## src/rtl/wb_pkg.sv

```systemverilog
// Shared constants, FSM state type and helpers for the register write-back slice.
package wb_pkg;

   localparam int unsigned NUM_REGS   = 16;
   localparam int unsigned REG_CODE_W = 4;

   typedef logic [0:REG_CODE_W-1] reg_code_t;

   typedef enum logic {
      IDLE    = 1'b0,
      SPECIAL = 1'b1
   } wb_state_t;

   localparam reg_code_t RAX = 4'd0;
   localparam reg_code_t RDX = 4'd2;
   localparam reg_code_t RSP = 4'd4;

   function automatic logic [NUM_REGS-1:0] regOneHot(input reg_code_t code, input logic en);
      regOneHot = '0;
      if (en) regOneHot[code] = 1'b1;
   endfunction

endpackage

```

## src/rtl/wb_if.sv

```systemverilog
// Execute/Read-side signal bundle of the write-back stage; slave is the write-back end.
interface wb_if #(
   parameter int unsigned NUM_REGS = 16,
   parameter int unsigned DATA_W   = 64,
   parameter int unsigned CNT_W    = 64
);
   import wb_pkg::*;

   logic                             wbValidIn;
   reg_code_t                        destRegIn;
   logic                             destRegValidIn;
   logic [DATA_W-1:0]                resultIn;
   reg_code_t                        destRegisterSpecialIn;
   logic                             destRegisterSpecialValidIn;
   logic [DATA_W-1:0]                resultSpecialIn;

   logic                             issueValidIn;
   reg_code_t                        issueDestRegIn;
   logic                             issueDestRegValidIn;
   reg_code_t                        issueDestSpecialIn;
   logic                             issueDestSpecialValidIn;

   logic [NUM_REGS-1:0][DATA_W-1:0]  registerFileOut;
   logic [NUM_REGS-1:0]              regBusyOut;
   logic                             wbStallOut;
   logic                             wbDoneOut;
   logic [CNT_W-1:0]                 retiredCountOut;

   modport slave (
      input  wbValidIn, destRegIn, destRegValidIn, resultIn,
             destRegisterSpecialIn, destRegisterSpecialValidIn, resultSpecialIn,
             issueValidIn, issueDestRegIn, issueDestRegValidIn,
             issueDestSpecialIn, issueDestSpecialValidIn,
      output registerFileOut, regBusyOut, wbStallOut, wbDoneOut, retiredCountOut
   );

   modport master (
      output wbValidIn, destRegIn, destRegValidIn, resultIn,
             destRegisterSpecialIn, destRegisterSpecialValidIn, resultSpecialIn,
             issueValidIn, issueDestRegIn, issueDestRegValidIn,
             issueDestSpecialIn, issueDestSpecialValidIn,
      input  registerFileOut, regBusyOut, wbStallOut, wbDoneOut, retiredCountOut
   );

endinterface

```

## src/rtl/wb_scoreboard.sv

```systemverilog
// Per-register busy bits: issue sets, write-back clears, a same-cycle set beats the clear.
// With WB_BYPASS_EN the bit being cleared this cycle already reads 0 (unless re-set).
module wb_scoreboard #(
   parameter int unsigned NUM_REGS = 16
) (
   input  logic                clk,
   input  logic                resetN,
   input  logic [NUM_REGS-1:0] setVec,
   input  logic [NUM_REGS-1:0] clrVec,
   output logic [NUM_REGS-1:0] busyOut
);

   logic [NUM_REGS-1:0] busyQ;

   always_ff @(posedge clk or negedge resetN) begin
      if (!resetN) busyQ <= '0;
      else         busyQ <= (busyQ & ~clrVec) | setVec;
   end

   always_comb begin
`ifdef WB_BYPASS_EN
      busyOut = busyQ & ~(clrVec & ~setVec);
`else
      busyOut = busyQ;
`endif
   end

endmodule

```

## src/rtl/register_writeback.sv

```systemverilog
// Write-back stage: commits execute results into the 16x64 GPR file over one write port.
// Define WB_BYPASS_EN to forward the in-flight write onto registerFileOut/regBusyOut.
module register_writeback #(
   parameter int unsigned NUM_REGS = 16,
   parameter int unsigned DATA_W   = 64,
   parameter int unsigned CNT_W    = 64
) (
   input  logic clk,
   input  logic resetN,
   wb_if.slave  bus
);
   import wb_pkg::*;

   wb_state_t                        state, stateNext;
   logic [NUM_REGS-1:0][DATA_W-1:0]  regs;
   reg_code_t                        pendCode;
   logic [DATA_W-1:0]                pendData;
   logic                             latchPend;
   logic                             wrEn;
   reg_code_t                        wrIdx;
   logic [DATA_W-1:0]                wrData;
   logic                             retire;
   logic                             wbDoneQ;
   logic [CNT_W-1:0]                 retiredQ;
   logic [NUM_REGS-1:0]              setVec, clrVec;

   always_ff @(posedge clk or negedge resetN) begin
      if (!resetN) state <= IDLE;
      else         state <= stateNext;
   end

   // Single write port: a dual-destination instruction writes primary now, latched secondary next cycle.
   always_comb begin
      stateNext = state;
      latchPend = 1'b0;
      wrEn      = 1'b0;
      wrIdx     = bus.destRegIn;
      wrData    = bus.resultIn;
      retire    = 1'b0;
      case (state)
         IDLE: begin
            if (bus.wbValidIn) begin
               if (bus.destRegValidIn && bus.destRegisterSpecialValidIn) begin
                  wrEn      = 1'b1;
                  latchPend = 1'b1;
                  stateNext = SPECIAL;
               end else if (bus.destRegValidIn) begin
                  wrEn   = 1'b1;
                  retire = 1'b1;
               end else if (bus.destRegisterSpecialValidIn) begin
                  wrEn   = 1'b1;
                  wrIdx  = bus.destRegisterSpecialIn;
                  wrData = bus.resultSpecialIn;
                  retire = 1'b1;
               end else begin
                  retire = 1'b1;
               end
            end
         end
         SPECIAL: begin
            wrEn      = 1'b1;
            wrIdx     = pendCode;
            wrData    = pendData;
            retire    = 1'b1;
            stateNext = IDLE;
         end
         default: stateNext = IDLE;
      endcase
   end

   always_ff @(posedge clk or negedge resetN) begin
      if (!resetN) begin
         regs     <= '0;
         pendCode <= '0;
         pendData <= '0;
         wbDoneQ  <= 1'b0;
         retiredQ <= '0;
      end else begin
         if (wrEn) regs[wrIdx] <= wrData;
         if (latchPend) begin
            pendCode <= bus.destRegisterSpecialIn;
            pendData <= bus.resultSpecialIn;
         end
         wbDoneQ <= retire;
         if (retire) retiredQ <= retiredQ + CNT_W'(1);
      end
   end

   always_comb begin
      clrVec = regOneHot(wrIdx, wrEn);
      setVec = regOneHot(bus.issueDestRegIn, bus.issueValidIn && bus.issueDestRegValidIn)
             | regOneHot(bus.issueDestSpecialIn, bus.issueValidIn && bus.issueDestSpecialValidIn);
   end

   wb_scoreboard #(
      .NUM_REGS (NUM_REGS)
   ) scoreboard (
      .clk     (clk),
      .resetN  (resetN),
      .setVec  (setVec),
      .clrVec  (clrVec),
      .busyOut (bus.regBusyOut)
   );

   always_comb begin
      bus.registerFileOut = regs;
`ifdef WB_BYPASS_EN
      if (wrEn) bus.registerFileOut[wrIdx] = wrData;
`endif
   end

   always_comb begin
      bus.wbStallOut      = (state == SPECIAL);
      bus.wbDoneOut       = wbDoneQ;
      bus.retiredCountOut = retiredQ;
   end

endmodule
```

## src/flat_wrapper.sv

```systemverilog
// flat-port wrapper written by rule: the top's interface ports become plain ports
module register_writeback_flat import wb_pkg::*;
#(
   parameter int unsigned NUM_REGS = 16,
   parameter int unsigned DATA_W   = 64,
   parameter int unsigned CNT_W    = 64
)
  (clk, resetN, bus_wbValidIn, bus_destRegIn, bus_destRegValidIn, bus_resultIn, bus_destRegisterSpecialIn, bus_destRegisterSpecialValidIn, bus_resultSpecialIn, bus_issueValidIn, bus_issueDestRegIn, bus_issueDestRegValidIn, bus_issueDestSpecialIn, bus_issueDestSpecialValidIn, bus_registerFileOut, bus_regBusyOut, bus_wbStallOut, bus_wbDoneOut, bus_retiredCountOut);
  wb_if #(.NUM_REGS(NUM_REGS), .DATA_W(DATA_W), .CNT_W(CNT_W)) bus_i ();
  input  logic clk;
  input  logic resetN;
  input wire logic [$bits(bus_i.wbValidIn)-1:0] bus_wbValidIn;
  input wire logic [$bits(bus_i.destRegIn)-1:0] bus_destRegIn;
  input wire logic [$bits(bus_i.destRegValidIn)-1:0] bus_destRegValidIn;
  input wire logic [$bits(bus_i.resultIn)-1:0] bus_resultIn;
  input wire logic [$bits(bus_i.destRegisterSpecialIn)-1:0] bus_destRegisterSpecialIn;
  input wire logic [$bits(bus_i.destRegisterSpecialValidIn)-1:0] bus_destRegisterSpecialValidIn;
  input wire logic [$bits(bus_i.resultSpecialIn)-1:0] bus_resultSpecialIn;
  input wire logic [$bits(bus_i.issueValidIn)-1:0] bus_issueValidIn;
  input wire logic [$bits(bus_i.issueDestRegIn)-1:0] bus_issueDestRegIn;
  input wire logic [$bits(bus_i.issueDestRegValidIn)-1:0] bus_issueDestRegValidIn;
  input wire logic [$bits(bus_i.issueDestSpecialIn)-1:0] bus_issueDestSpecialIn;
  input wire logic [$bits(bus_i.issueDestSpecialValidIn)-1:0] bus_issueDestSpecialValidIn;
  output wire logic [$bits(bus_i.registerFileOut)-1:0] bus_registerFileOut;
  output wire logic [$bits(bus_i.regBusyOut)-1:0] bus_regBusyOut;
  output wire logic [$bits(bus_i.wbStallOut)-1:0] bus_wbStallOut;
  output wire logic [$bits(bus_i.wbDoneOut)-1:0] bus_wbDoneOut;
  output wire logic [$bits(bus_i.retiredCountOut)-1:0] bus_retiredCountOut;
  assign bus_i.wbValidIn = bus_wbValidIn;
  assign bus_i.destRegIn = bus_destRegIn;
  assign bus_i.destRegValidIn = bus_destRegValidIn;
  assign bus_i.resultIn = bus_resultIn;
  assign bus_i.destRegisterSpecialIn = bus_destRegisterSpecialIn;
  assign bus_i.destRegisterSpecialValidIn = bus_destRegisterSpecialValidIn;
  assign bus_i.resultSpecialIn = bus_resultSpecialIn;
  assign bus_i.issueValidIn = bus_issueValidIn;
  assign bus_i.issueDestRegIn = bus_issueDestRegIn;
  assign bus_i.issueDestRegValidIn = bus_issueDestRegValidIn;
  assign bus_i.issueDestSpecialIn = bus_issueDestSpecialIn;
  assign bus_i.issueDestSpecialValidIn = bus_issueDestSpecialValidIn;
  assign bus_registerFileOut = bus_i.registerFileOut;
  assign bus_regBusyOut = bus_i.regBusyOut;
  assign bus_wbStallOut = bus_i.wbStallOut;
  assign bus_wbDoneOut = bus_i.wbDoneOut;
  assign bus_retiredCountOut = bus_i.retiredCountOut;
  register_writeback #(.NUM_REGS(NUM_REGS), .DATA_W(DATA_W), .CNT_W(CNT_W)) u_core (.clk(clk), .resetN(resetN), .bus(bus_i));
endmodule
```

## config.mk

```make
export PLATFORM = sky130hd
export DESIGN_NAME = register_writeback_flat
export DESIGN_NICKNAME = d
export VERILOG_FILES = /design/src/rtl/wb_pkg.sv /design/src/rtl/wb_if.sv /design/src/rtl/wb_scoreboard.sv /design/src/rtl/register_writeback.sv /design/src/flat_wrapper.sv
export SDC_FILE = /design/constraint.sdc
export NUM_CORES = 2
export LEC_CHECK = 0
export CELL_PAD_IN_SITES_DETAIL_PLACEMENT = 1
export CELL_PAD_IN_SITES_GLOBAL_PLACEMENT = 1
export CORE_AREA = 3 3 492 494
export CTS_CLUSTER_SIZE = 28
export DETAILED_ROUTE_END_ITERATION = 8
export DIE_AREA = 0 0 495 497
export GPL_TIMING_DRIVEN = 1
export PLACE_DENSITY_LB_ADDON = 0.1
export SYNTH_ARGS = -nofsm -noshare
export SYNTH_HDL_FRONTEND = slang
export SYNTH_HIERARCHICAL = 1
export SYNTH_SLANG_ARGS = --single-unit
```

## constraint.sdc

```tcl
create_clock -name clk -period 4.1 [get_ports clk]
set_input_delay 1.23 -clock clk [delete_from_list [all_inputs] [get_ports clk]]
set_output_delay 1.23 -clock clk [all_outputs]
set_load 0.005 [all_outputs]
```

; After elaboration in Yosys (flattened, before gate mapping)
; Index checks and enable logic that the tools add are counted.
[classes]
n_addsub = 1
order_cmp = 6
muxes = 34
n_bitwise = 5
n_reduce_logical = 6
[op_table]
columns = operator, n
row1 = $bwmux W1024, 1
row2 = $mux W64, 5
row3 = $demux W64 S4, 1
row4 = $pmux W64 S2, 1
row5 = $add A64 B1 Y64 const B, 1
row6 = $mux W16, 3
row7 = $or A16 B16 Y16, 2
row8 = $and A16 B16 Y16, 1
row9 = $mux W4, 4
row10 = $not A16 Y16, 1
row11 = $lt A4 B5 Y1 const B, 3
row12 = $demux W1 S4, 3
row13 = $ge A4 B1 Y1 const B, 3
row14 = $mux W1, 12
row15 = $pmux W4 S2, 1
row16 = $logic_and A1 B1 Y1, 6
row17 = $pmux W1 S2, 3
row18 = $not A1 Y1, 1
[word_totals]
register_bits = 1174
in_bits = 152
out_inout_bits = 1106

; Depth between registers and ports, before layout
[logic_depth]
word_depth = 13
ltp_mapped = 10
depth_no_buf = 7

; Cells and area by module
; Netlist, hierarchy kept.
[modules_own_cells]
columns = mod, instances, cells_each, area_each_um2, seq_area_each_um2
row1 = register_writeback, 1, 2978, 45735.1, 28977.8
row2 = wb_scoreboard, 1, 48, 580.6, 400.4

; Worst setup path after synthesis
; Ideal clock, no wire load.
[synth_timing]
path_kind = input-to-reg
startpoint = input port bus_destRegisterSpecialValidIn
endpoint = register u_core.regs, in the netlist u_core/bus.registerFileOut[216]
setup_ns = 0.125
t_arrival_ns = 3.013
required_ns = 3.975
slack_ns = 0.962
cell_stages = 8
path_buffers = 3
path_cell_list = buf_2 -> and4b_1 -> a211oi_1 -> a21oi_1 -> and4bb_2 -> buf_4 -> buf_4 -> mux2_2
[synth_via]
elab_chain_cells = 10
[synth_rtl]
columns = element, line_no
row1 = from (decl), flat_wrapper.sv:17  ; input wire logic [$bits(bus_i.destRegisterSpecialValidIn)-1:0] bus_destRegisterSpecialValidIn;
row2 = $mux W4, register_writeback.sv:50  ; end else if (bus.destRegisterSpecialValidIn) begin
row3 = $mux W4, register_writeback.sv:47  ; end else if (bus.destRegValidIn) begin
row4 = $mux W4, register_writeback.sv:43  ; if (bus.destRegValidIn && bus.destRegisterSpecialValidIn) begin
row5 = $mux W4, register_writeback.sv:42  ; if (bus.wbValidIn) begin
row6 = $pmux W4 S2, register_writeback.sv:40  ; case (state)
row7 = $lt A4 B5 Y1 (not written as such) / $ge A4 B1 Y1 (equally long branches), register_writeback.sv:79  ; if (wrEn) regs[wrIdx] <= wrData;
row8 = $logic_and A1 B1 Y1 (not written as such), register_writeback.sv:79
row9 = $mux W64 (not written as such), register_writeback.sv:79
row10 = $demux W64 S4, --
row11 = $bwmux W1024, register_writeback.sv:79
row12 = "to (signal, indexed assignment)", register_writeback.sv:79
row13 = to (decl), register_writeback.sv:15  ; logic [NUM_REGS-1:0][DATA_W-1:0] regs;
; Parallel ways exist; a longest one is shown, timed or not.
; A chain may end at the register's enable or synchronous reset.

; Worst setup path in the final report
[layout_timing]
startpoint = input port bus_destRegisterSpecialValidIn
endpoint = register u_core.regs, in the netlist u_core/bus.registerFileOut[156]
; The elaborated chain is that of the path after synthesis.

==> flow_metrics.tcl <==
set metrics [dict create \
    stdcell_count 7779 \
    totalPowerFinal_w 0.0500 \
    worst_pin_slew_ps 1020 \
    filler_cell_count 25300 \
    drive_gt1_frac 0.346 \
    multiInputGateArea_mm2 0.0159 \
    syn_nets 3179 \
    portBuffers 1257 \
    route.vias.total 31500 \
    post_cts_buffers 0 \
    synth_top_area_cell "dfrtp_1" \
    ys.flop_type "dfrtp_1" \
    rsz0062_at_grt "no" \
    syn-cell-area_mm2 0.0463 \
    synth_top_area_share 0.634 \
    seq_area_mm2 0.0294 \
    overflow 0 \
    ys_seq_elements 1174 \
    setup-violations-final 0 \
    worstSetupPathType "in -> reg" \
    final_nets 4628 \
    post-dp-hpwl_mm 173 \
    ys_top_cells_by_area "dfrtp_1 (63%), mux2_2 (25%), mux2_4 (1.6%)" \
    worst_ep_arrival_time_ps 4030 \
    cp-start-kind "input pin" \
    cts_resized 0 \
    initial_core_util 0.195 \
    wl_per_cell_um 30.0 \
    cts_tree "built" \
    period_share 0.825 \
    grt_pass1_vias 33900 \
    avgViaCountPerCell 4.05 \
    dieHeight_um 497 \
    cts.clk_slew.worst_paths_ps 50 \
    drt-total-wl_mm 233 \
    h-tree-depth 4 \
    drv_slew 0 \
    worst_hold_slack_ps 475 \
    routabilityCongestion 0.757 \
    grt_max_degree 101 \
    period_minus_slack_ps 3380 \
    synth_edf_count 0 \
    antenna_found_initial 55 \
    crit_path_max_fanout 22 \
    status "finished, final reports clean" \
    crit_required_ps 4750 \
    dp.cells 7487 \
    p_leak_nw 30.4 \
    clk_latency_ps 790 \
    yosysWarnings 6 \
    dr.pass1.iters 4 \
    drc 0 \
    dr.first_iter.drc_count 1018 \
    syn_inst 3026 \
    postCtsHoldBufs 0 \
    cts_buffers 153 \
    grt_pass1_wl_mm 315 \
    async_flop_share 1.00 \
    ant_nets 0 \
    min_path_type "in -> async" \
    fmax_mhz 296 \
    slew_headroom 0.319 \
    numClockSinks 1174 \
    syn2layout_area_growth_pct 52.0 \
    post-route-util 0.296 \
    rows 179 \
    io-pin-count 1258 \
    core_mm2 0.238 \
    ys_types 51 \
    syn_area_per_cell_um2 15.3 \
    hold_viol 0 \
    die_area_mm2 0.246 \
    grt.total_usage 0.185 \
    root_buffer "clkbuf_16" \
    ys_seq_area_frac 0.634 \
    cp-end-kind "flip-flop" \
    die_w_um 495 \
    powerDensity_mw_per_mm2 710 \
    ir_worst_vdd_v 0.000334 \
    cts_max_path_buffers 3 \
    cap_violations 0 \
    clock_skew_ps 27.7 \
]
[report_power, final]
| group | switching, W | internal [W] |
|---|---|---|
| clock network | 0.00550 | 0.00810 |
| registers | 0.00252 | 0.0160 |
| logic | 0.00698 | 0.0109 |
| total | 0.0150 | 0.0350 |
[layout by cell type (no fill, tap or decap), types with 21 or more instances in the layout]
| master | netlist | final |
|---|---|---|
| nand3_1 | 22 | 21 |
| clkbuf_16 | 0 | 156 |
| nor3_1 | 29 | 26 |
| xor2_1 | 38 | 38 |
| nand2_1 | 110 | 108 |
| mux2_4 | 49 | 49 |
| clkbuf_1 | 74 | 44 |
| mux2_2 | 1012 | 1012 |
| diode_2 | 0 | 21 |
| dfrtp_1 | 1174 | 1173 |
| buf_12 | 0 | 120 |
| o21ai_1 | 0 | 35 |
| mux2i_1 | 64 | 64 |
| clkdlybuf4s50_1 | 0 | 1256 |
| xnor2_1 | 25 | 25 |
| clkbuf_8 | 0 | 40 |
| mux2_1 | 28 | 28 |
| buf_4 | 28 | 134 |
| inv_1 | 38 | 38 |
[critical path: stages]
cell and delay, ps:
clkdlybuf4s50_1 690, buf_4 200, nor3b_1 170, o21ai_0 140, a2bb2oi_1 180, buf_4 150, buf_4 120, nor3_2 310
buf_4 220, buf_12 190, mux2_2 370
[metal layers]
metal  track usage  routed length, um  up-vias
li1              -                  -    13600
met1         0.211              91400    16600
met2         0.314             113000     1014
met3        0.0830              22500      299
met4        0.0461               6140       32
met5             0                237        -
[Yosys cell counts, drive strengths merged, types with 2 or more instances]
cell type / n
or3: 2
a2bb2oi: 2
nor4: 13
nand4: 18
and4b: 4
nand2: 110
dfrtp: 1174
nor2: 24
clkbuf: 74
a21oi: 3
o21ai: 69
inv: 38
xor2: 38
mux2i: 64
or2: 7
a21o: 18
buf: 142
a211o: 3
mux2: 1089
nor3b: 2
nand2b: 5
and3: 2
nor2b: 5
nand3b: 4
nand4b: 2
nor3: 29
and4: 4
nand3: 22
a21boi: 2
o22ai: 17
xnor2: 25
a211oi: 4
[sequential cells by signal, indices dropped and copies added, names as in the netlist]
register	cells
u_core/scoreboard/busyOut	16
u_core/bus.wbStallOut	1
u_core/bus.registerFileOut	1024
u_core/pendCode	4
u_core/bus.retiredCountOut	64
u_core/pendData	64
u_core/bus.wbDoneOut	1
[cell families after synthesis]
group / synth area share
AOI/OAI and AO/OA: 0.0163
xor gates and xnor gates: 0.0119
adders and majority gates: 0.000270
buffers and inverters: 0.0272
DFF: 0.634
muxes: 0.283
and+or+nand+nor: 0.0274
[final timing paths]
path	cells after the start	to	slack, ps	startpoint
min in group clk	1	u_core/scoreboard/busyOut[2]	480	u_core/scoreboard/busyOut[2]
worst min-delay path	1	u_core/bus.registerFileOut[423]	480	resetN
worst max register to register	9	u_core/bus.registerFileOut[156]	1240	u_core/bus.wbStallOut
worst min register to register	1	u_core/scoreboard/busyOut[2]	480	u_core/scoreboard/busyOut[2]
worst max-delay path	11	u_core/bus.registerFileOut[156]	720	bus_destRegisterSpecialValidIn
max in group asynchronous	2	u_core/bus.wbStallOut	2500	resetN
[through the flow]
stage	TNS (ps)	worst slack, ps	cell area (um^2)
after global placement	-13910	-166	65300
after floorplan	0	962	46300
after global routing	0	580	70400
after CTS	0	617	70400
after detailed placement	-4930	-93.1	65300
final	0	718	70400
[area by class of cell]
class | instances | share of cell area
clock inverter | 31 | 0.00565
timing repair buffer | 1510 | 0.227
antenna | 21 | 0.000746
tap | 3167 | 0.0563
clock buffer | 240 | 0.0656
sequential | 1174 | 0.417
multi-input combinational | 1598 | 0.225
inverter | 38 | 0.00203
Power figures use the tool's default switching activity.
